--- config.mk ---
export PLATFORM = sky130hd
export DESIGN_NAME = command_dispatcher
export DESIGN_NICKNAME = d
export VERILOG_FILES = /design/src/rtl/printer_cmd_pkg.sv /design/src/rtl/cmd_fifo.sv /design/src/rtl/command_dispatcher.sv
export SDC_FILE = /design/constraint.sdc
export NUM_CORES = 2
export LEC_CHECK = 0
export BUFFER_PORTS_ARGS = -buffer_cell sky130_fd_sc_hd__buf_2
export CORE_MARGIN = 2
export CORE_UTILIZATION = 30
export CTS_BUF_LIST = sky130_fd_sc_hd__clkbuf_2 sky130_fd_sc_hd__clkbuf_4 sky130_fd_sc_hd__clkbuf_8
export CTS_CLUSTER_SIZE = 30
export DETAILED_ROUTE_END_ITERATION = 16
export GPL_ROUTABILITY_DRIVEN = 0
export HOLD_SLACK_MARGIN = 0.15
export PLACE_DENSITY = 0.52
export SLEW_MARGIN = 20
export SYNTH_ARGS = -nofsm -noshare
export SYNTH_HDL_FRONTEND = slang
export SYNTH_HIERARCHICAL = 1
export SYNTH_SLANG_ARGS = --single-unit
--- constraint.sdc ---
create_clock -name clk -period 3.7 [get_ports clk]
set_clock_uncertainty 0.15 [all_clocks]
set_input_delay 0.74 -clock clk [delete_from_list [all_inputs] [get_ports clk]]
set_output_delay 0.74 -clock clk [all_outputs]
set_load 0.01 [all_outputs]
--- src/rtl/printer_cmd_pkg.sv ---
// Shared types and widths for the printer command path: command codes,
// dispatcher FSM states and the queued command record.
package printer_cmd_pkg;

  localparam int AXIS_W     = 32;
  localparam int NUM_AXES   = 5;
  localparam int FIFO_DEPTH = 2;
  localparam int DATA_W     = 32;
  localparam int CODE_W     = 3;
  localparam int AXES_W     = AXIS_W * NUM_AXES;
  localparam int ENTRY_W    = CODE_W + AXES_W + 3 * DATA_W;

  typedef enum logic [2:0] {
    CMD_NOP  = 3'd0,
    CMD_MOVE = 3'd1,
    CMD_HEAT = 3'd2,
    CMD_HOME = 3'd3,
    CMD_STOP = 3'd4
  } cmd_code_e;

  typedef enum logic [1:0] {
    ST_IDLE  = 2'd0,
    ST_ISSUE = 2'd1,
    ST_WAIT  = 2'd2
  } disp_state_e;

  typedef struct packed {
    logic [CODE_W-1:0] code;
    logic [AXES_W-1:0] axes;
    logic [DATA_W-1:0] f;
    logic [DATA_W-1:0] t;
    logic [DATA_W-1:0] dt;
  } cmd_entry_t;

  // Codes 5..7 are reserved and rejected at the request port.
  function automatic logic code_valid(input logic [CODE_W-1:0] code);
    return code <= 3'd4;
  endfunction

endpackage

--- src/rtl/cmd_fifo.sv ---
// Two-entry command queue with synchronous flush. Simultaneous push and pop
// both take effect; pushes into a full queue are dropped.
module cmd_fifo
  import printer_cmd_pkg::*;
(
  input  logic               clk,
  input  logic               reset,
  input  logic               push,
  input  logic               pop,
  input  logic               flush,
  input  logic [ENTRY_W-1:0] din,
  output logic [ENTRY_W-1:0] dout,
  output logic               empty,
  output logic               full
);

  logic [ENTRY_W-1:0] mem_q [FIFO_DEPTH];
  logic [ENTRY_W-1:0] mem_d [FIFO_DEPTH];
  logic               wr_ptr_q, wr_ptr_d;
  logic               rd_ptr_q, rd_ptr_d;
  logic [1:0]         count_q, count_d;
  logic               do_push, do_pop;

  assign empty   = (count_q == 2'd0);
  assign full    = (count_q == 2'd2);
  assign dout    = mem_q[rd_ptr_q];
  assign do_push = push && !full;
  assign do_pop  = pop && !empty;

  always_comb begin
    mem_d    = mem_q;
    wr_ptr_d = wr_ptr_q;
    rd_ptr_d = rd_ptr_q;
    count_d  = count_q;
    if (flush) begin
      wr_ptr_d = 1'b0;
      rd_ptr_d = 1'b0;
      count_d  = 2'd0;
    end else begin
      if (do_push) begin
        mem_d[wr_ptr_q] = din;
        wr_ptr_d        = ~wr_ptr_q;
      end
      if (do_pop) begin
        rd_ptr_d = ~rd_ptr_q;
      end
      count_d = count_q + {1'b0, do_push} - {1'b0, do_pop};
    end
  end

  always_ff @(posedge clk) begin
    if (reset) begin
      mem_q[0] <= '0;
      mem_q[1] <= '0;
      wr_ptr_q <= 1'b0;
      rd_ptr_q <= 1'b0;
      count_q  <= 2'd0;
    end else begin
      mem_q    <= mem_d;
      wr_ptr_q <= wr_ptr_d;
      rd_ptr_q <= rd_ptr_d;
      count_q  <= count_d;
    end
  end

endmodule

--- src/rtl/command_dispatcher.sv ---
// Accepts toggle-handshaked commands from the HPS, queues them, and runs one
// executor at a time through IDLE -> ISSUE -> WAIT. STOP bypasses the queue.
module command_dispatcher
  import printer_cmd_pkg::*;
(
  input  logic         clk,
  input  logic         reset,
  input  logic         cmd_req_tgl,
  input  logic         err_clr,
  input  logic [31:0]  cmd_type,
  input  logic [159:0] cmd_axes,
  input  logic [31:0]  cmd_f,
  input  logic [31:0]  cmd_t,
  input  logic [31:0]  cmd_dt,
  output logic         cmd_ack_tgl,
  output logic [15:0]  status,
  output logic         move_start,
  output logic         home_start,
  output logic         heat_start,
  output logic [159:0] move_axes,
  output logic [31:0]  move_f,
  output logic [31:0]  heat_t,
  output logic [31:0]  heat_dt,
  input  logic         move_done,
  input  logic         home_done,
  input  logic         heat_done,
  output logic         abort,
  output logic [1:0]   state_dbg
);

  // Handshake: a request is pending while cmd_req_tgl differs from
  // cmd_ack_tgl; the dispatcher flips cmd_ack_tgl in the cycle it consumes it.
  disp_state_e   state_q, state_d;
  logic [2:0]    cur_code_q, cur_code_d;
  logic          ack_q, ack_d;
  logic          error_q, error_d;
  logic          abort_q, abort_d;
  logic [7:0]    done_cnt_q, done_cnt_d;
  logic [159:0]  move_axes_q, move_axes_d;
  logic [31:0]   move_f_q, move_f_d;
  logic [31:0]   heat_t_q, heat_t_d;
  logic [31:0]   heat_dt_q, heat_dt_d;

  logic          req_pending, is_stop, req_valid, accept, stop_now, push, pop;
  logic [2:0]    req_code;
  logic          fifo_empty, fifo_full;
  cmd_entry_t    wr_entry, head;
  logic [ENTRY_W-1:0] fifo_dout;
  logic          unused_cmd_type;

  assign unused_cmd_type = ^cmd_type[31:3];
  assign req_code    = cmd_type[2:0];
  assign req_pending = cmd_req_tgl ^ ack_q;
  assign is_stop     = (req_code == CMD_STOP);
  assign req_valid   = code_valid(req_code);
  assign accept      = req_pending && (!fifo_full || is_stop);
  assign stop_now    = accept && is_stop;
  assign push        = accept && req_valid && !is_stop;

  assign wr_entry.code = req_code;
  assign wr_entry.axes = cmd_axes;
  assign wr_entry.f    = cmd_f;
  assign wr_entry.t    = cmd_t;
  assign wr_entry.dt   = cmd_dt;
  assign head          = fifo_dout;

  cmd_fifo u_fifo (
    .clk   (clk),
    .reset (reset),
    .push  (push),
    .pop   (pop),
    .flush (stop_now),
    .din   (wr_entry),
    .dout  (fifo_dout),
    .empty (fifo_empty),
    .full  (fifo_full)
  );

  // Error clear loses to a fresh invalid code arriving in the same cycle.
  assign ack_d   = ack_q ^ accept;
  assign error_d = (error_q && !err_clr) || (accept && !req_valid);
  assign abort_d = stop_now;

  always_comb begin
    state_d     = state_q;
    cur_code_d  = cur_code_q;
    done_cnt_d  = done_cnt_q;
    move_axes_d = move_axes_q;
    move_f_d    = move_f_q;
    heat_t_d    = heat_t_q;
    heat_dt_d   = heat_dt_q;
    pop         = 1'b0;
    case (state_q)
      ST_IDLE: begin
        if (!fifo_empty) begin
          pop = 1'b1;
          if (head.code == CMD_NOP) begin
            done_cnt_d = done_cnt_q + 8'd1;
          end else begin
            cur_code_d = head.code;
            state_d    = ST_ISSUE;
            if (head.code == CMD_MOVE) begin
              move_axes_d = head.axes;
              move_f_d    = head.f;
            end
            if (head.code == CMD_HEAT) begin
              heat_t_d  = head.t;
              heat_dt_d = head.dt;
            end
          end
        end
      end
      ST_ISSUE: state_d = ST_WAIT;
      ST_WAIT: begin
        if ((cur_code_q == CMD_MOVE && move_done) ||
            (cur_code_q == CMD_HOME && home_done) ||
            (cur_code_q == CMD_HEAT && heat_done)) begin
          done_cnt_d = done_cnt_q + 8'd1;
          state_d    = ST_IDLE;
        end
      end
      default: state_d = ST_IDLE;
    endcase
    // STOP wins over any completion or pop in the same cycle.
    if (stop_now) begin
      state_d     = ST_IDLE;
      cur_code_d  = cur_code_q;
      done_cnt_d  = done_cnt_q;
      move_axes_d = move_axes_q;
      move_f_d    = move_f_q;
      heat_t_d    = heat_t_q;
      heat_dt_d   = heat_dt_q;
    end
  end

  always_ff @(posedge clk) begin
    if (reset) begin
      state_q     <= ST_IDLE;
      cur_code_q  <= CMD_NOP;
      ack_q       <= 1'b0;
      error_q     <= 1'b0;
      abort_q     <= 1'b0;
      done_cnt_q  <= 8'd0;
      move_axes_q <= '0;
      move_f_q    <= '0;
      heat_t_q    <= '0;
      heat_dt_q   <= '0;
    end else begin
      state_q     <= state_d;
      cur_code_q  <= cur_code_d;
      ack_q       <= ack_d;
      error_q     <= error_d;
      abort_q     <= abort_d;
      done_cnt_q  <= done_cnt_d;
      move_axes_q <= move_axes_d;
      move_f_q    <= move_f_d;
      heat_t_q    <= heat_t_d;
      heat_dt_q   <= heat_dt_d;
    end
  end

  assign cmd_ack_tgl = ack_q;
  assign abort       = abort_q;
  assign move_start  = (state_q == ST_ISSUE) && (cur_code_q == CMD_MOVE);
  assign home_start  = (state_q == ST_ISSUE) && (cur_code_q == CMD_HOME);
  assign heat_start  = (state_q == ST_ISSUE) && (cur_code_q == CMD_HEAT);
  assign move_axes   = move_axes_q;
  assign move_f      = move_f_q;
  assign heat_t      = heat_t_q;
  assign heat_dt     = heat_dt_q;
  assign state_dbg   = state_q;
  assign status      = {done_cnt_q, 4'b0000, error_q,
                        (state_q != ST_IDLE) || !fifo_empty, fifo_full, ack_q};

endmodule

Yosys cells after proc, flatten, opt, wreduce, memory -nomap -nowiden. Index checks and enable logic that the tools add are counted. Widths: inputs -> output; s select.

Input bits: 295. Flip-flop bits (word level): 794. Logic and storage cells: 97. Output and inout port bits: 279.

$lt $le $gt $ge: 4. Bitwise logic cells: 9. Equal/unequal tests: 13. Reductions and logical operators: 37. Muxes and demuxes: 16. $add $sub $neg: 3.

Operator list (number): $mux 259 (4); $bwmux 518 (1); $demux 259 s1 (1); $mux 8 (3); $pmux 8 s2 (1); $logic_and 1x1->1 (15); $reduce_and 5->1 (3); $eq 3x2->1 const B (3); $add 8x1->8 const B (1); $ne 2x2->1 const B (4); $eq 3x1->1 const B (2); $mux 2 (3); $pmux 2 s3 (1); $logic_not 1->1 (5); $logic_or 1x1->1 (5); $not 1->1 (5); $eq 2x2->1 const B (2); $ge 2x2->1 const B (2); $logic_not 2->1 (2); $not 1->2 (2); $reduce_and 4->1 (1); $reduce_bool 2->1 (2); $eq 3x3->1 const B (1); $le 3x3->1 const B (1); 10 further kinds (12).

Longest topological paths before layout.
Word-level depth: 9. Mapped depth: 10. Depth with buffers taken out: 9.

Cells and area by module. Netlist, hierarchy kept.

By module, submodules not included: cmd_fifo (sequential area each 10450.0 um^2, cells each 2275, times used 1, area each 24418.4 um^2); command_dispatcher (sequential area each 5445.2 um^2, cells each 1223, times used 1, area each 9831.9 um^2).

Least setup slack after synthesis. No wires, ideal clock.

Path kind: reg-to-reg. From: reg u_fifo.rd_ptr_q. To: reg done_cnt_q[0]. Buffers on the path: 2. Path slack: 1.047 ns. Library setup time: 0.121 ns. Data arrival time: 2.382 ns. Cell stages (with the launch flop): 8. Period minus slack after synthesis: 2.653 ns. Data required time: 3.429 ns. Cell sequence: dfxtp_1 clkbuf_1 clkbuf_1 mux2_2 nor4_2 nor2_1 nor3_1 mux2_2.

Word-level cells in the longest chain between the ends: 7.

RTL lines: start, declared (RTL line cmd_fifo.sv:20) `logic rd_ptr_q, rd_ptr_d;`; start signal, assigned (RTL line cmd_fifo.sv:61) `rd_ptr_q <= rd_ptr_d;`; $not 1->2 (not written as such) (RTL line cmd_fifo.sv:26) `assign dout = mem_q[rd_ptr_q];`; $mux 259 (not written as such) (3 in a row) (RTL line cmd_fifo.sv:26); named net fifo_dout[257] (RTL line command_dispatcher.sv:48) `logic [ENTRY_W-1:0] fifo_dout;`; $logic_not 3->1 (RTL line command_dispatcher.sv:97) `if (head.code == CMD_NOP) begin`; $ne 2x2->1 (no source line); $reduce_and 5->1 (no source line); end signal, assigned (RTL line command_dispatcher.sv:154) `done_cnt_q <= done_cnt_d;`; end, declared (RTL line command_dispatcher.sv:38) `logic [7:0] done_cnt_q, done_cnt_d;`.

The timed path passes the listed nets, and every way through them passes these cells. The select of a mux whose other input is x is not followed. A chain may end at the register's enable or synchronous reset.

Worst setup path in the final report.
From: reg state_q[1], in the netlist state_dbg[1]. To: out heat_start.

Word-level cells in the longest chain between the ends: 2.

RTL lines: start, declared (RTL line command_dispatcher.sv:33) `disp_state_e state_q, state_d;`; start signal, assigned (RTL line command_dispatcher.sv:149) `state_q <= state_d;`; $eq 2x1->1 (RTL line command_dispatcher.sv:166) `assign heat_start = (state_q == ST_ISSUE) && (cur_code_q == CMD_HEAT);`; $logic_and 1x1->1 (RTL line command_dispatcher.sv:166); end, declared (RTL line command_dispatcher.sv:19) `output logic heat_start,`.

No other way between the ends.

==> impl_results.md <==
- Fin worst setup slack: 0.7445 ns
- Fillers: 11385
- Asr flop ratio synth: 0
- WS Path Type: reg2out
- Yosys top cell by area: dfxtp_1
- Total die area: 116900 µm²
- CP max-delay cell: dfxtp_1
- Via count of the first global-routing pass: 26878
- Tmin final: 2.956 ns
- Vias: 26037
- Largest net degree at the start of global routing: 134
- Flops & latches, synth: 794
- Layout Nets: 4563
- Final wirelength: 97610 µm
- Hold Vio Cnt, Final: 0
- P&R area growth vs syn: 28.78%
- First-pass GRT wire length: 151100 µm
- Num rows: 123
- Required time worst endpoint: 2.81 ns
- Fin area: 44110 µm²
- Clk sinks: 794
- Fin crit share: 0.7988
- Ys Warns: 6
- Worst slew margin relative to its limit: 0.3859
- Post-synth EDFFs: 0
- Root buffer cell: clkbuf_8
- Fmax: 338.3 MHz
- Worst-path cell chain: nand2b_1 > nor2_1 > and3_1 > buf_2
- Max H-tree Level: 4
- Final setup fails: 0
- Final Max Tran Viols: 0
- Post-synthesis sequential area ratio: 0.4641
- Die X: 341.9 µm
- Starting density of the core: 0.3036
- Grt total ovfl: 0
- Leak: 18.98 nW
- Worst-skew pair later-pin latency: 0.80 ns
- CP Capture Type: primary output
- Final core utilization: 0.3910
- RSZ-0062 raised after global routing: no
- Die height: 341.9 µm
- Worst EP arrival: 2.07 ns
- Top cells by area, synth: dfxtp_1, mux2i_1, nand2b_1, mux2_2, nand2_1
- Clock Path Buffers: 3
- Layout cells sized above 1: 0.2627
- Max cap viols: 0
- Crit-path leading delay family: flip-flops
- Cts bufs inserted: 146
- Final hold slack: 0.2984 ns
- Postcts setup bufs: 0
- Top cells by count, synth: dfxtp_1, nand2b_1, mux2i_1, nand2_1, mux2_2
- Post-Synthesis Cells: 3498
- Via density: 4.439
- Worst Path Max Fanout: 10
- Crit path buf inv count: 1
- Metal-1 WL: 43660 µm
- Power density cells: 499.9 nW/µm²
- Final setup TNS: 0 ns
- Wire per inst: 16.64 µm
- Main synth FF type: dfxtp_1
- Status: complete, no violations
- DR pass1 iterations: 4
- # resized after CTS: 0
- Place WS: 0.5542 ns
- Routed Antenna Nets: 0
- Most numerous cell in the Yosys netlist: dfxtp_1
- Reg clk slew, reported paths: 0.05 ns
- Hold WC Path Type: reg2reg
- GRT Util Overall: 0.1622
- Met2 WL post-DR: 45390 µm
- Port bufs: 540
- Post-synthesis cell area: 34250 µm²
- Highest routed layer: met5
- Met3 routed WL: 5934 µm
- Slowest Stage Delay on Critical Path: 0.66 ns
- Placeable Area: 112800 µm²
- Synth cell types: 39
- Post-route DRC: 0
- Initial drt markers: 1031
- Worst vdd ir: 0.2866 mV
- Hpwl dp: 63890 µm
- Average footprint of a synthesized cell: 9.791 µm²
- CTS tree: yes
- Ports: 574
- Area post-placement: 38470 µm²
- Yosys top cell area share: 0.4641
- CP Launch Type: register
- Initial antenna violation count: 9
- Worst Max-Slew Pin Slew: 0.9212 ns
-- state kept, by name (all words and copies together), names as in the netlist, named ones only --
name / flops
u_fifo/mem_q: 518
move_axes: 160
heat_dt: 32
heat_t: 32
move_f: 32
done_cnt_q: 8
cur_code_q: 3
state_dbg: 2
u_fifo/count_q: 2
abort: 1
error_q: 1
u_fifo/rd_ptr_q: 1
u_fifo/wr_ptr_q: 1
-- worst paths after layout --
path / startpoint / cells past startpoint / endpoint / slack (ns)
setup / recovery: state_dbg[1]$_SDFFE_PP0P_ / 4 / heat_start / 0.74
setup reg to reg: u_fifo/count_q[1]$_SDFF_PP0_ / 9 / u_fifo/mem_q[321]$_SDFFE_PP0P_ / 1.02
hold / removal: move_f[16]$_SDFFE_PP0P_ / 2 / move_f[16]$_SDFFE_PP0P_ / 0.30
hold reg to reg: move_f[16]$_SDFFE_PP0P_ / 2 / move_f[16]$_SDFFE_PP0P_ / 0.30
-- report_power, final --
part	total, mW	switching [mW]	internal (mW)
logic	3.93	2.00	1.93
registers	9.44	0.301	9.14
clock network	8.68	3.74	4.95
total	22.0	6.04	16.0
-- final cells by class --
type	instances	area (µm²)	share of cell area
Sequential cell	794	15900	0.3605
Clock inverter	16	151.4	0.003432
Antenna cell	4	10.01	0.0002269
Clock buffer	229	2858	0.06479
Tap cell	1500	1877	0.04255
Timing Repair Buffer	887	6349	0.1439
Multi-Input combinational cell	2430	16940	0.3841
Inverter	6	22.52	0.0005106
-- timing repair --
action / CTS / global route
endpoints found under the hold margin: 524 / 0
setup endpoints to repair: 0 / 0
hold buffers: 262 / 0
-- layout by cell type, fill, tap and decap left out, types with 19 or more instances in the layout --
cell / n
nand2_1: 516
buf_2: 539
mux2i_1: 522
buf_12: 30
clkbuf_4: 47
nand2b_1: 782
buf_4: 55
mux2_2: 264
a21oi_1: 262
dfxtp_1: 793
clkbuf_8: 182
nor2_1: 19
dlygate4sd3_1: 262
-- through the flow --
step	power, mW	cells
after floorplan	12.24	3501
after global placement	13.33	5355
after detailed placement	13.37	5355
after CTS	22.46	5862
after global routing	23.16	5865
final	22.05	5866
-- worst min-delay path, cell delays in order (launching register included) --
cell and delay [ns]:
dfxtp_1 0.30, nand2_1 0.05, a21oi_1 0.05
-- routing by layer --
| layer | GRT usage | vias to the layer above |
|---|---|---|
| met5 | 0 | - |
| met2 | 0.2680 | 514 |
| met4 | 0.05837 | 8 |
| met1 | 0.2003 | 12266 |
| met3 | 0.04672 | 166 |
| li1 | - | 13083 |
-- logic make-up after synthesis --
group           after synthesis  synth area share
compound gates              280           0.04300
xor+xnor                      3         0.0007673
fa+ha+maj                     3          0.001096
buf+inv                     277           0.04289
flops                       794            0.4641
mux                         786            0.2394
other cells                   1         0.0001095
simple gates               1354            0.2087
(Power assumes the default switching activity.)
